## src/rtl/addr_decoder_ws_pkg.sv

```systemverilog
// Shared types and constants for the wait-state chip-enable decoder.
package addr_decoder_ws_pkg;

    typedef enum logic [1:0] {
        ST_IDLE   = 2'd0,
        ST_ACCESS = 2'd1,
        ST_FAULT  = 2'd2
    } state_e;

    localparam int unsigned WAIT_CYCLES_MAX = 255;

    function automatic int unsigned cnt_width(input int unsigned wait_cycles);
        return (wait_cycles == 0) ? 1 : $clog2(wait_cycles + 1);
    endfunction

endpackage

```

## src/rtl/addr_decoder_ws_if.sv

```systemverilog
// Request/acknowledge bus between a master and the chip-enable decoder.
interface addr_decoder_ws_if #(
    parameter int ADDR_W = 8,
    parameter int N_CE   = 2
);
    logic              REQ;
    logic [ADDR_W-1:0] ADDRESS;
    logic [N_CE-1:0]   CE;
    logic              BUSY;
    logic              ACK;
    logic              ERR;

    modport master (output REQ, ADDRESS, input CE, BUSY, ACK, ERR);
    modport slave  (input REQ, ADDRESS, output CE, BUSY, ACK, ERR);
endinterface

```

## src/rtl/addr_decoder_ws_ce_onehot_dec.sv

```systemverilog
// Combinational address-to-one-hot decode; addresses at or above N_CE are unmapped.
module ce_onehot_dec
    import addr_decoder_ws_pkg::*;
#(
    parameter int ADDR_W = 8,
    parameter int N_CE   = 2
) (
    input  logic [ADDR_W-1:0] address,
    output logic [N_CE-1:0]   ce_onehot,
    output logic              mapped
);

    always_comb begin
        ce_onehot = '0;
        mapped    = 1'b0;
        for (int i = 0; i < N_CE; i++) begin
            if (address == ADDR_W'(i)) begin
                ce_onehot[i] = 1'b1;
                mapped       = 1'b1;
            end
        end
    end

endmodule

```

## src/rtl/addr_decoder_ws.sv

```systemverilog
// Registered chip-enable decoder with programmable wait states and ACK/ERR completion.
//   state     | meaning
//   ST_IDLE   | waiting for REQ; all outputs low
//   ST_ACCESS | CE held while the wait counter runs down; ACK on the last cycle
//   ST_FAULT  | single cycle with ERR for an unmapped address
module addr_decoder_ws
    import addr_decoder_ws_pkg::*;
#(
    parameter int          ADDR_W      = 8,
    parameter int          N_CE        = 2,
    parameter int unsigned WAIT_CYCLES = 0
) (
    input  logic              CLK,
    input  logic              RST,
    addr_decoder_ws_if.slave  bus
);

    // Out-of-range wait counts saturate rather than wrap the counter.
    localparam int unsigned     WAIT_EFF = (WAIT_CYCLES > WAIT_CYCLES_MAX) ? WAIT_CYCLES_MAX
                                                                           : WAIT_CYCLES;
    localparam int              CNT_W    = cnt_width(WAIT_EFF);
    localparam logic [CNT_W-1:0] CNT_LOAD = CNT_W'(WAIT_EFF);

    state_e           state_q, state_d;
    logic [CNT_W-1:0] cnt_q,   cnt_d;
    logic [N_CE-1:0]  ce_q,    ce_d;
    logic             busy_q,  busy_d;
    logic             ack_q,   ack_d;
    logic             err_q,   err_d;

    logic [N_CE-1:0]  dec_ce;
    logic             dec_mapped;

    ce_onehot_dec #(
        .ADDR_W (ADDR_W),
        .N_CE   (N_CE)
    ) u_dec (
        .address   (bus.ADDRESS),
        .ce_onehot (dec_ce),
        .mapped    (dec_mapped)
    );

    always_comb begin
        state_d = state_q;
        cnt_d   = cnt_q;
        ce_d    = ce_q;
        unique case (state_q)
            ST_IDLE: begin
                if (bus.REQ) begin
                    if (dec_mapped) begin
                        state_d = ST_ACCESS;
                        cnt_d   = CNT_LOAD;
                        ce_d    = dec_ce;
                    end else begin
                        state_d = ST_FAULT;
                        ce_d    = '0;
                    end
                end
            end
            ST_ACCESS: begin
                if (cnt_q != '0) begin
                    cnt_d = cnt_q - CNT_W'(1);
                end else begin
                    state_d = ST_IDLE;
                    ce_d    = '0;
                end
            end
            ST_FAULT: begin
                state_d = ST_IDLE;
                ce_d    = '0;
            end
            default: begin
                state_d = ST_IDLE;
                cnt_d   = '0;
                ce_d    = '0;
            end
        endcase

        // Flags are derived from the next state so they line up with CE after the edge.
        busy_d = (state_d != ST_IDLE);
        ack_d  = (state_d == ST_ACCESS) && (cnt_d == '0);
        err_d  = (state_d == ST_FAULT);
    end

    always_ff @(posedge CLK) begin
        if (RST) begin
            state_q <= ST_IDLE;
            cnt_q   <= '0;
            ce_q    <= '0;
            busy_q  <= 1'b0;
            ack_q   <= 1'b0;
            err_q   <= 1'b0;
        end else begin
            state_q <= state_d;
            cnt_q   <= cnt_d;
            ce_q    <= ce_d;
            busy_q  <= busy_d;
            ack_q   <= ack_d;
            err_q   <= err_d;
        end
    end

    assign bus.CE   = ce_q;
    assign bus.BUSY = busy_q;
    assign bus.ACK  = ack_q;
    assign bus.ERR  = err_q;

endmodule

```

## src/flat_wrapper.sv

```systemverilog
// flat-port wrapper written by rule: the top's interface ports become plain ports
module addr_decoder_ws_flat import addr_decoder_ws_pkg::*;
#(
    parameter int          ADDR_W      = 8,
    parameter int          N_CE        = 2,
    parameter int unsigned WAIT_CYCLES = 0
)
  (CLK, RST, bus_REQ, bus_ADDRESS, bus_CE, bus_BUSY, bus_ACK, bus_ERR);
  addr_decoder_ws_if #(.ADDR_W(ADDR_W), .N_CE(N_CE)) bus_i ();
  input  logic CLK;
  input  logic RST;
  input wire logic [$bits(bus_i.REQ)-1:0] bus_REQ;
  input wire logic [$bits(bus_i.ADDRESS)-1:0] bus_ADDRESS;
  output wire logic [$bits(bus_i.CE)-1:0] bus_CE;
  output wire logic [$bits(bus_i.BUSY)-1:0] bus_BUSY;
  output wire logic [$bits(bus_i.ACK)-1:0] bus_ACK;
  output wire logic [$bits(bus_i.ERR)-1:0] bus_ERR;
  assign bus_i.REQ = bus_REQ;
  assign bus_i.ADDRESS = bus_ADDRESS;
  assign bus_CE = bus_i.CE;
  assign bus_BUSY = bus_i.BUSY;
  assign bus_ACK = bus_i.ACK;
  assign bus_ERR = bus_i.ERR;
  addr_decoder_ws #(.ADDR_W(ADDR_W), .N_CE(N_CE), .WAIT_CYCLES(WAIT_CYCLES)) u_core (.CLK(CLK), .RST(RST), .bus(bus_i));
endmodule
```

## config.mk

```make
export PLATFORM = sky130hd
export DESIGN_NAME = addr_decoder_ws_flat
export DESIGN_NICKNAME = d
export VERILOG_FILES = /design/src/rtl/addr_decoder_ws_pkg.sv /design/src/rtl/addr_decoder_ws_if.sv /design/src/rtl/addr_decoder_ws_ce_onehot_dec.sv /design/src/rtl/addr_decoder_ws.sv /design/src/flat_wrapper.sv
export SDC_FILE = /design/constraint.sdc
export NUM_CORES = 1
export LEC_CHECK = 0
export CORE_AREA = 8 8 45 47
export DETAILED_ROUTE_END_ITERATION = 12
export DIE_AREA = 0 0 53 55
export GPL_ROUTABILITY_DRIVEN = 0
export HOLD_SLACK_MARGIN = 0.12
export REMOVE_ABC_BUFFERS = 1
export SYNTH_ARGS = -nofsm -noshare
export SYNTH_HDL_FRONTEND = slang
export SYNTH_HIERARCHICAL = 1
export SYNTH_SLANG_ARGS = --single-unit
```

## constraint.sdc

```tcl
create_clock -name CLK -period 3.96 [get_ports CLK]
set_input_delay 0.594 -clock CLK [delete_from_list [all_inputs] [get_ports CLK]]
set_output_delay 0.594 -clock CLK [all_outputs]
set_load 0.005 [all_outputs]
```

Word-level counts from Yosys, hierarchy flattened
Index checks and enable logic that the tools add are counted.
{ "totals": {"register_bits": 8, "inputBits": 11} }
{ "op_classes": {"addsub": 1, "n_eq_ne": 7, "mux": 15, "n_bitwise": 1, "reduce_logical": 5} }
{ "op_table": {"columns": ["operator", "n"], "rows": [
  ["$mux 2", 6],
  ["$eq 8x1->1 const B", 1],
  ["$logic_not 8->1", 1],
  ["$pmux 2 s2", 2],
  ["$mux 1", 6],
  ["$eq 2x1->1 const B", 2],
  ["$eq 2x2->1 const B", 2],
  ["$ne 2x2->1 const B", 2],
  ["$pmux 1 s3", 1],
  ["$logic_not 2->1", 1],
  ["$reduce_and 2->1", 1],
  ["$reduce_bool 2->1", 1],
  ["$logic_and 1x1->1", 1],
  ["$not 1->1", 1],
  ["$sub 1x1->1 const B", 1]
]} }

Logic depth before layout (Yosys ltp)
Gate-level depths: netlist (run 1).
{ "depth": {"depth_word": 8, "depth_mapped": 5, "mapped_depth_nobuf": 5} }

Cells and area by module
The synthesis (run 1) kept the hierarchy.
{ "modules_own_cells": {"columns": ["module", "instances", "cells_per_inst", "area_each_um2"], "rows": [
  ["addr_decoder_ws", 1, 28, 309.0],
  ["ce_onehot_dec", 1, 6, 47.5]
]} }

Least setup slack after synthesis (run 1)
OpenSTA, ideal clock, no wires.
{ "synth_timing": {"path_type": "input-to-reg", "start": "input port bus_ADDRESS[5]", "end": "register u_core.busy_q (netlist: u_core/bus.BUSY)", "arrival_ns": 2.121, "required_ns": 3.902, "path_slack_ns": 1.781, "cell_stages": 5, "path_buffers": 0, "cell_sequence": "or4_4 > nor4_1 > nand3b_1 > a211oi_2 > or2_1"} }
{ "synth_via": {"elab_chain_cells": 7, "word_cells_on_any_way": 8, "cone_classes": "eq/ne (1); mux (5); reduce/logical (2)"} }
{ "synth_lines": {"columns": ["item", "line", "text"], "rows": [
  ["start, declared", "flat_wrapper.sv:13", "input wire logic [$bits(bus_i.ADDRESS)-1:0] bus_ADDRESS;"],
  ["$logic_not 8->1", "addr_decoder_ws_ce_onehot_dec.sv:17", "if (address == ADDR_W'(i)) begin"],
  ["$mux 1", "addr_decoder_ws_ce_onehot_dec.sv:17", null],
  ["$mux 1 *", "addr_decoder_ws_ce_onehot_dec.sv:17", null],
  ["named net u_core.dec_mapped", "addr_decoder_ws.sv:32", "logic dec_mapped;"],
  ["$mux 2 *", "addr_decoder_ws.sv:50", "if (dec_mapped) begin"],
  ["$mux 2 *", "addr_decoder_ws.sv:49", "if (bus.REQ) begin"],
  ["$pmux 2 s2 *", "addr_decoder_ws.sv:47", "unique case (state_q)"],
  ["$reduce_bool 2->1 *", "addr_decoder_ws.sv:80", "busy_d = (state_d != ST_IDLE);"],
  ["end signal, assigned", "addr_decoder_ws.sv:97", "busy_q <= busy_d;"],
  ["end, declared", "addr_decoder_ws.sv:27", "logic busy_q, busy_d;"]
]} }
The timed path passes the listed nets; every way through them passes the cells marked *.
A chain may end at the register's enable or synchronous reset.

Final worst setup path (run 1)
Same ends and word-level chain as after synthesis.

==> results.json, run 1 <==
{
  "status": "completed",
  "fillCellCount": 151,
  "grt_max_degree": 9,
  "power_frac_comb": 0.123,
  "clock_skew_ns": 0.00284,
  "fin_ws_ns": 1.35,
  "r2r_end": "u_core/bus.CE[1]$_SDFFE_PP0P_",
  "die_x_um": 53,
  "swShare": 0.203,
  "cts.sinks": 8,
  "drtIter0Drc": 7,
  "antenna_found_initial": 0,
  "final_cell_mix": "15 x clkdlybuf4s50_1, 8 x dfxtp_1, 5 x nand2b_1, 4 x nand2_1, 3 x clkbuf_4",
  "criticalPathCategory": "input pin to flip-flop",
  "worstPathArrival_ns": 2.80,
  "cp_slowest_cell": "nor4_1",
  "multi_input_area_um2": 196,
  "grt_overflow": 0,
  "finalPower_w": 0.000164,
  "coreArea_um2": 1380,
  "nets": 65,
  "worst_skew_pair.late_latency_ns": 0.25,
  "dp_hpwl_um": 610,
  "power_density_nw_per_um2": 299,
  "startpoint_type": "input pin",
  "grt_pass1_wl_um": 1250,
  "cts_buffers": 3,
  "cp_num_buf_inv": 1,
  "period_share": 0.659,
  "layout_min_cycle_time_ns": 2.61,
  "seq_power_share": 0.512,
  "fin_util": 0.397,
  "port-buffer-count": 15,
  "ant_nets": 0,
  "final_common_cell": "clkdlybuf4s50_1",
  "dp_slack_ns": 1.11,
  "post_cts_resized": 0,
  "cp-endpoint": "u_core/bus.BUSY$_SDFF_PP0_",
  "internal-power_w": 0.000131,
  "htreeDepth": 1,
  "seqCellArea_um2": 160,
  "crit_family": "simple AND/OR/NAND/NOR gates",
  "syn2layout_area_growth_pct": 54.0,
  "max_slew_margin": 0.442,
  "yosys_warnings": 6,
  "cts_setup_buffers": 0,
  "tns_ns": 0,
  "ff2ff_setup_slack_ns": 2.85,
  "clockBufferDepth": 2,
  "end_kind": "flip-flop",
  "ys_seq_area_frac": 0.449,
  "firstDrtPassIters": 2,
  "cp.depth": 6,
  "fmax_ghz": 0.383,
  "die-area_um2": 2920,
  "fp-row-count": 14,
  "p_switching_w": 0.0000333,
  "critical_path.max_stage_delay_ns": 0.65,
  "vias": 329,
  "cts_hold_buf": 0,
  "drive_gt1_frac": 0.154,
  "viasPerCell": 4.84,
  "grt_use_total": 0.0612,
  "rsz0062_at_grt": "no",
  "grt_pass1_vias": 339,
  "finalHoldViolations": 0,
  "num_antenna_cells": 0,
  "post-route-drc-count": 0,
  "critPathMaxFanout": 5,
  "clockRootBuffer": "clkbuf_4",
  "tritoncts": "yes",
  "rr_startpoint": "u_core/state_q[0]$_SDFF_PP0_",
  "clk_pin_slew_ns": 0.05,
  "synth_area_um2": 357,
  "maxCapViolations": 0,
  "pwr-share-clk": 0.365,
  "num_io_pins": 16,
  "worst_pin_slew_ns": 0.830,
  "syn_area_per_cell_um2": 10.5,
  "wl_um": 741,
  "synth-seq-cells": 8,
  "wl_per_cell_um": 10.9,
  "p_leak_nw": 0.182,
  "cp_cell_sequence": "clkdlybuf4s50_1 > or4_4 > nor4_1 > nand3b_1 > a211oi_2 > or2_1",
  "crit_required_ns": 4.15,
  "hp-class": "flip-flop to flip-flop",
  "setup_viol": 0,
  "peakVddDrop_v": 0.0000865,
  "ys_types": 16,
  "crit_start": "bus_ADDRESS[5]",
  "syn_inst": 34,
  "drv_slew": 0,
  "start_util": 0.258,
  "die_h_um": 55,
  "r2r_cells": 3
}
==> cell families after synthesis <==
logic type | after synthesis | share of synthesized area
simple gates | 22 | 0.439
compound gates | 2 | 0.0561
mux | 2 | 0.0561
flops | 8 | 0.449
==> worst min path at each step <==
stage	startpoint	end	slack (ns)	depth (start not counted)
2_1_floorplan	u_core/bus.CE[0]$_SDFFE_PP0P_	u_core/bus.CE[0]$_SDFFE_PP0P_	0.47	2
3_3_place_gp	u_core/bus.CE[0]$_SDFFE_PP0P_	u_core/bus.CE[0]$_SDFFE_PP0P_	0.47	2
3_5_place_dp	u_core/bus.CE[0]$_SDFFE_PP0P_	u_core/bus.CE[0]$_SDFFE_PP0P_	0.47	2
4_1_cts	u_core/bus.CE[0]$_SDFFE_PP0P_	u_core/bus.CE[0]$_SDFFE_PP0P_	0.48	2
5_1_grt	u_core/cnt_q$_SDFF_PP0_	u_core/cnt_q$_SDFF_PP0_	0.52	1
6_report	u_core/bus.CE[1]$_SDFFE_PP0P_	u_core/bus.CE[1]$_SDFFE_PP0P_	0.48	2
==> flip-flops by register name, indices dropped and copies added (netlist names) <==
signal           count
u_core/bus.ERR       1
u_core/bus.ACK       1
u_core/bus.CE        2
u_core/cnt_q         1
u_core/state_q       2
u_core/bus.BUSY      1
==> layer usage <==
metal,track usage,routed length (µm),vias to the layer above
met5,0,0,-
met4,0.0905,27,0
met3,0.0160,73,2
met2,0.0898,316,14
met1,0.0594,324,148
li1,-,-,165
==> worst register-to-register path, stage by stage (launching register included) <==
cell,delay (ns)
dfxtp_1,0.42
nand2b_1,0.20
and3b_1,0.24
mux2i_1,0.19
==> cell usage after synthesis, drive strengths merged <==
cell type	number	area [µm²]
dfxtp	8	160
nor4b	2	23.8
or2	1	6.26
nor4	4	37.5
nand2b	5	31.3
mux2i	2	20.0
and3b	1	8.76
nand2	4	15.0
nand3b	1	7.51
nor2	2	7.51
or4	2	18.8
a211oi	2	20.0
==> power by group through the flow <==
stage / logic [W] / clock network (W) / registers (W)
final: 0.0000201 / 0.0000599 / 0.0000840
after global routing: 0.0000218 / 0.0000693 / 0.0000842
after CTS: 0.0000204 / 0.0000639 / 0.0000840
after detailed placement: 0.0000203 / 0 / 0.0000857
after global placement: 0.0000203 / 0 / 0.0000857
after floorplan: 0.00000508 / 0 / 0.0000856
==> layout make-up <==
type                    count  area share
well taps                  16      0.0364
flip-flops and latches      8       0.292
clock buffers               3      0.0410
multi-input cells          26       0.358
repair buffers             15       0.273
==> per-stage QoR <==
stage	std cells	cell area, µm²	hold slack [ns]
2_1_floorplan	34	357	0.468
3_3_place_gp	65	527	0.472
3_5_place_dp	65	527	0.468
4_1_cts	68	549	0.484
5_1_grt	68	549	0.517
6_report	68	549	0.479
Power figures use the tool's default switching activity.
==> run 2, diff against run 1 <==
==> constraint.sdc (replaced) <==
create_clock -name CLK -period 2.2 [get_ports CLK]
set_input_delay 0.33 -clock CLK [delete_from_list [all_inputs] [get_ports CLK]]
set_output_delay 0.33 -clock CLK [all_outputs]
set_load 0.005 [all_outputs]
==> run 2 against run 1 <==
Compared with the run above:
- global-route usage rose by 0.70 points
- critical endpoint unchanged
- total power rose by 83%
- sequential share of layout area fell by 0.39 points
- largest cell class unchanged
- highest routed layer unchanged
- wire length rose by 2.7%
- utilization rose by 0.54 points
- first-iteration DRC count fell by 100%
- worst hold slack got worse by 0.00067 ns
- via count fell by 0.61%
==> results.json, run 2 (synthesis results as in run 1) <==
{
  "p_switching_w": 0.0000641,
  "die_h_um": 55,
  "clockBufferDepth": 2,
  "grt_use_total": 0.0683,
  "drv_slew": 0,
  "firstDrtPassIters": 1,
  "power_frac_comb": 0.122,
  "grt_pass1_vias": 342,
  "ant_nets": 0,
  "clock_skew_ns": 0.00132,
  "p_leak_nw": 0.187,
  "finalPower_w": 0.000300,
  "drive_gt1_frac": 0.170,
  "grt_max_degree": 9,
  "num_io_pins": 16,
  "grt_pass1_wl_um": 1380,
  "rsz0062_at_grt": "no",
  "status": "completed",
  "seq_power_share": 0.505,
  "tns_ns": 0,
  "clk_pin_slew_ns": 0.05,
  "pwr-share-clk": 0.374,
  "dp_hpwl_um": 614,
  "coreArea_um2": 1380,
  "wl_um": 761,
  "hp-class": "flip-flop to flip-flop",
  "cts.sinks": 8,
  "power_density_nw_per_um2": 538,
  "criticalPathCategory": "input pin to flip-flop",
  "grt_overflow": 0,
  "end_kind": "flip-flop",
  "critical_path.max_stage_delay_ns": 0.55,
  "viasPerCell": 4.74,
  "swShare": 0.214,
  "syn2layout_area_growth_pct": 56.1,
  "final_common_cell": "clkdlybuf4s50_1",
  "startpoint_type": "input pin",
  "internal-power_w": 0.000236,
  "port-buffer-count": 15,
  "wl_per_cell_um": 11.0,
  "cp_cell_sequence": "clkdlybuf4s50_1 > or4_4 > nor4_1 > buf_4 > nand3b_1 > a211oi_2 > or2_1",
  "die_x_um": 53,
  "vias": 327,
  "cts_hold_buf": 0,
  "maxCapViolations": 0,
  "worst_skew_pair.late_latency_ns": 0.25,
  "cts_buffers": 3,
  "dp_slack_ns": 0.00752,
  "tritoncts": "yes",
  "peakVddDrop_v": 0.000201,
  "die-area_um2": 2920,
  "worstPathArrival_ns": 2.15,
  "period_share": 0.887,
  "post_cts_resized": 0,
  "cp_slowest_cell": "or4_4",
  "fmax_ghz": 0.513,
  "htreeDepth": 1,
  "finalHoldViolations": 0,
  "placedInstanceArea_um2": 534,
  "crit_required_ns": 2.40,
  "worst_pin_slew_ns": 0.318,
  "fin_util": 0.402,
  "fin_ws_ns": 0.249,
  "final_area_um2": 557,
  "clockRootBuffer": "clkbuf_4",
  "antenna_found_initial": 0,
  "critPathMaxFanout": 5,
  "setup_viol": 0,
  "drtIter0Drc": 0,
  "post-route-drc-count": 0,
  "start_util": 0.258,
  "nets": 66,
  "num_antenna_cells": 0,
  "max_slew_margin": 0.787,
  "fp-row-count": 14,
  "final_cell_mix": "15 x clkdlybuf4s50_1, 8 x dfxtp_1, 5 x nand2b_1, 4 x nand2_1, 3 x clkbuf_4",
  "layout_min_cycle_time_ns": 1.95,
  "cts_setup_buffers": 0
}
-- run 2: changes by cell type in the layout (fill, tap and decap cells not counted) --
| cell | previous run | this run |
|---|---|---|
| buf_4 | 0 | 1 |
-- run 2: final timing paths --
kind,slack (ns),to,cells past startpoint,startpoint
max,0.25,u_core/bus.BUSY$_SDFF_PP0_,7,bus_ADDRESS[5]
min,0.48,u_core/bus.CE[0]$_SDFFE_PP0P_,2,u_core/bus.CE[0]$_SDFFE_PP0P_
max reg2reg,1.09,u_core/bus.CE[1]$_SDFFE_PP0P_,3,u_core/state_q[0]$_SDFF_PP0_
min reg2reg,0.48,u_core/bus.CE[0]$_SDFFE_PP0P_,2,u_core/bus.CE[0]$_SDFFE_PP0P_
-- run 2: power groups by stage --
| stage | sequential [W] | clock, W | combinational, W |
|---|---|---|---|
| floorplan | 0.000154 | 0 | 0.00000915 |
| finish | 0.000151 | 0.000112 | 0.0000364 |
| CTS | 0.000151 | 0.000120 | 0.0000368 |
| detailed placement | 0.000154 | 0 | 0.0000367 |
| global route | 0.000151 | 0.000129 | 0.0000398 |
| global placement | 0.000154 | 0 | 0.0000366 |
-- run 2: stage by stage --
stage	hold WS (ns)	std cells
after floorplan	0.399	34
after global placement	0.470	66
after detailed placement	0.468	66
after CTS	0.483	69
after global routing	0.521	69
final	0.479	69
-- run 2: critical path, delay by kind of cell --
family | cells | cell delay (ns)
AOI/OAI and AO/OA | 1 | 0.25
buffers and inverters | 2 | 0.58
and+or+nand+nor | 4 | 0.98
-- run 2: per-layer routing --
metal	GRT usage	up-vias	share of wire
li1	-	171	-
met2	0.0957	16	0.41
met1	0.0653	136	0.43
met5	0	-	0
met4	0.103	0	0.058
met3	0.0241	4	0.10
-- run 2: layout make-up --
type	instances	area [µm²]
clock buffers	3	22.5
fillers	136	827
multi-input cells	26	196
flip-flops and latches	8	160
well taps	16	20.0
repair buffers	16	158
==> edit (flow settings as in run 2) <==
Encoding of `state_e`: now one-hot (3 bits for 3 states).
--- a/src/rtl/addr_decoder_ws_pkg.sv
+++ b/src/rtl/addr_decoder_ws_pkg.sv
@@ -2,8 +2,8 @@
 package addr_decoder_ws_pkg;
 
-    typedef enum logic [1:0] {
-        ST_IDLE   = 2'd0,
-        ST_ACCESS = 2'd1,
-        ST_FAULT  = 2'd2
+    typedef enum logic [2:0] {
+        ST_IDLE   = 3'b001,
+        ST_ACCESS = 3'b010,
+        ST_FAULT  = 3'b100
     } state_e;
 
Formal check against the unedited RTL: same outputs for any inputs over 10 cycles, from zero or initial values and one cycle with RST high; not proved beyond that.
==> edit against run 2 <==
Combinational power increased by 27%; area after synthesis increased by 7.4%; setup slack improved by 190 ps; sequential cell count increased by 1; final area increased by 5.4%; critical endpoint is now u_core/cnt_q$_SDFF_PP0_; synthesized cell count increased by 8.8%; routed wire length increased by 14%; power increased by 15%.
==> edit: results (changes against run 2) <==
- The headroom to the max-slew limit is 74.6% (was 78.7%).
- Worst hold stages: 1 (was 2)
* Global-route wire length before repair: 1420 um (was 1380 um)
- The number of vias in the routed layout is 354 (was 327).
- Post-DP Area: 561 um2 (was 534 um2)
* GRT Total Usage: 6.95% (was 6.83%)
* Reg2reg end: u_core/state_q[0]$_SDFF_PP1_ (was u_core/bus.CE[1]$_SDFFE_PP0P_)
- CP max FO: 6 (was 5)
- Initial drt markers: 5 (was 0)
- Total half-perimeter wirelength after legalization and detailed placement: 669 um (was 614 um)
- Dpl ws: 162 ps (was 7.52 ps)
- The leakage power figure is 0.213 nW (was 0.187 nW).
- Worst supply voltage drop on vdd: 0.217 mV (was 0.201 mV)
- The number of distinct library cell variants in the gate-level netlist after synthesis was 20 (was 16).
- The switching component of the power was 0.0000765 W (was 0.0000641 W).
- The share of layout cells above drive strength 1 is 15.8% (was 17.0%).
- The number of global-route vias before repair came to 387 (was 342).
* Run status: complete, no violations (unchanged)
- Cell Count Post-Placement: 69 (was 66)
- Biggest register: u_core/state_q
- The maximum number of pins on one net before global-route repair is 8 (was 9).
- The setup skew after layout came to 2.55 ps (was 1.32 ps).
- Dominant cells by area after synthesis: dfxtp_1, mux2i_1, nor4_1, a21boi_1, nand2b_1 (was dfxtp_1, nand2b_1, nor4_2, mux2i_1, nand2_1).
* Cell types with the highest counts after synthesis: dfxtp_1, mux2i_1, nor4_1 (was dfxtp_1, nand2b_1, nand2_1)
- Min-delay worst type: reg -> reg (unchanged)
- Critical R2R Launch: u_core/state_q[1]$_SDFF_PP0_ (was u_core/state_q[0]$_SDFF_PP0_)
- The terminating pin of the worst hold path is u_core/cnt_q$_SDFF_PP0_ (was u_core/bus.CE[0]$_SDFFE_PP0P_).
- CTS clock-pin slew for the worst setup and hold paths: 60 ps
- Register-to-Register Setup Slack: 1130 ps (was 1090 ps)
* Wire length per cell: 11.8 um (was 11.0 um)
- Number of optimization iterations in the first detailed-route pass: 4 (was 1)
- The worst hold path startpoint was u_core/state_q[1]$_SDFF_PP0_ (was u_core/bus.CE[0]$_SDFFE_PP0P_).
- The port buffer count is 15 (unchanged).
* Fill cell total of the finished layout: 148 (was 136)
- Post-Syn Area per Cell: 10.3 um2 (was 10.5 um2)
- The non-filler instance count after layout was 73 (was 69).
* Sequential share of the synthesized area: 47.1% (was 44.9%)
edit: changes by cell type in the layout (fill, tap and decap cells not counted), moves of 2 or more:
cell      change
nand4_1       +2
a21boi_1      +2
nand2_1       -2
nand2b_1      -3
edit: power by group through the flow:
stage           logic, W  registers (W)  clock network [W]
5_1_grt        0.0000508       0.000172           0.000139
2_1_floorplan  0.0000176       0.000174                  0
4_1_cts        0.0000467       0.000171           0.000132
6_report       0.0000461       0.000171           0.000126
3_3_place_gp   0.0000460       0.000175                  0
3_5_place_dp   0.0000464       0.000175                  0
edit: worst max path at each step:
stage / startpoint / endpoint / slack [ps]
2_1_floorplan: bus_ADDRESS[5] / u_core/cnt_q$_SDFF_PP0_ / 390
3_3_place_gp: bus_ADDRESS[5] / u_core/cnt_q$_SDFF_PP0_ / 170
3_5_place_dp: bus_ADDRESS[5] / u_core/cnt_q$_SDFF_PP0_ / 160
4_1_cts: bus_ADDRESS[5] / u_core/cnt_q$_SDFF_PP0_ / 440
5_1_grt: bus_ADDRESS[5] / u_core/cnt_q$_SDFF_PP0_ / 310
6_report: bus_ADDRESS[5] / u_core/cnt_q$_SDFF_PP0_ / 440
edit: cells by family (layout without fill, tap and decap cells):
family	count (synthesis)	after routing	share of synthesized area, %
buffers and inverters	0	20	0
muxes	3	3	7.84
DFF	9	9	47.1
and+or+nand+nor	19	19	33.3
AOI/OAI and AO/OA	6	6	11.8
edit: worst max-delay path: stages:
cell and delay [ps]:
clkdlybuf4s50_1 400, or4_4 550, nor4_1 190, buf_4 190, a21oi_1 70, mux2i_1 130, nor4b_1 60
edit: final cells by class:
type	instances	area, um2	share of cell area, %
Clock buffer	4	26.3	4.48
Timing Repair Buffer	16	158	26.9
Sequential cell	9	180	30.7
Multi-Input combinational cell	28	203	34.5
Tap cell	16	20.0	3.41
edit: per-layer routing:
layer  up-vias  GRT usage [%]  wire, um
li1        183              -         -
met1       154           6.56       372
met2        15           10.4       393
met3         2           2.67        77
met4         0           9.05        19
met5         -              0         0
edit: metrics by stage:
stage,hold WS (ps),total power (W)
after CTS,460,0.000350
after floorplan,407,0.000192
after global routing,496,0.000361
after global placement,456,0.000221
final,457,0.000343
after detailed placement,452,0.000221
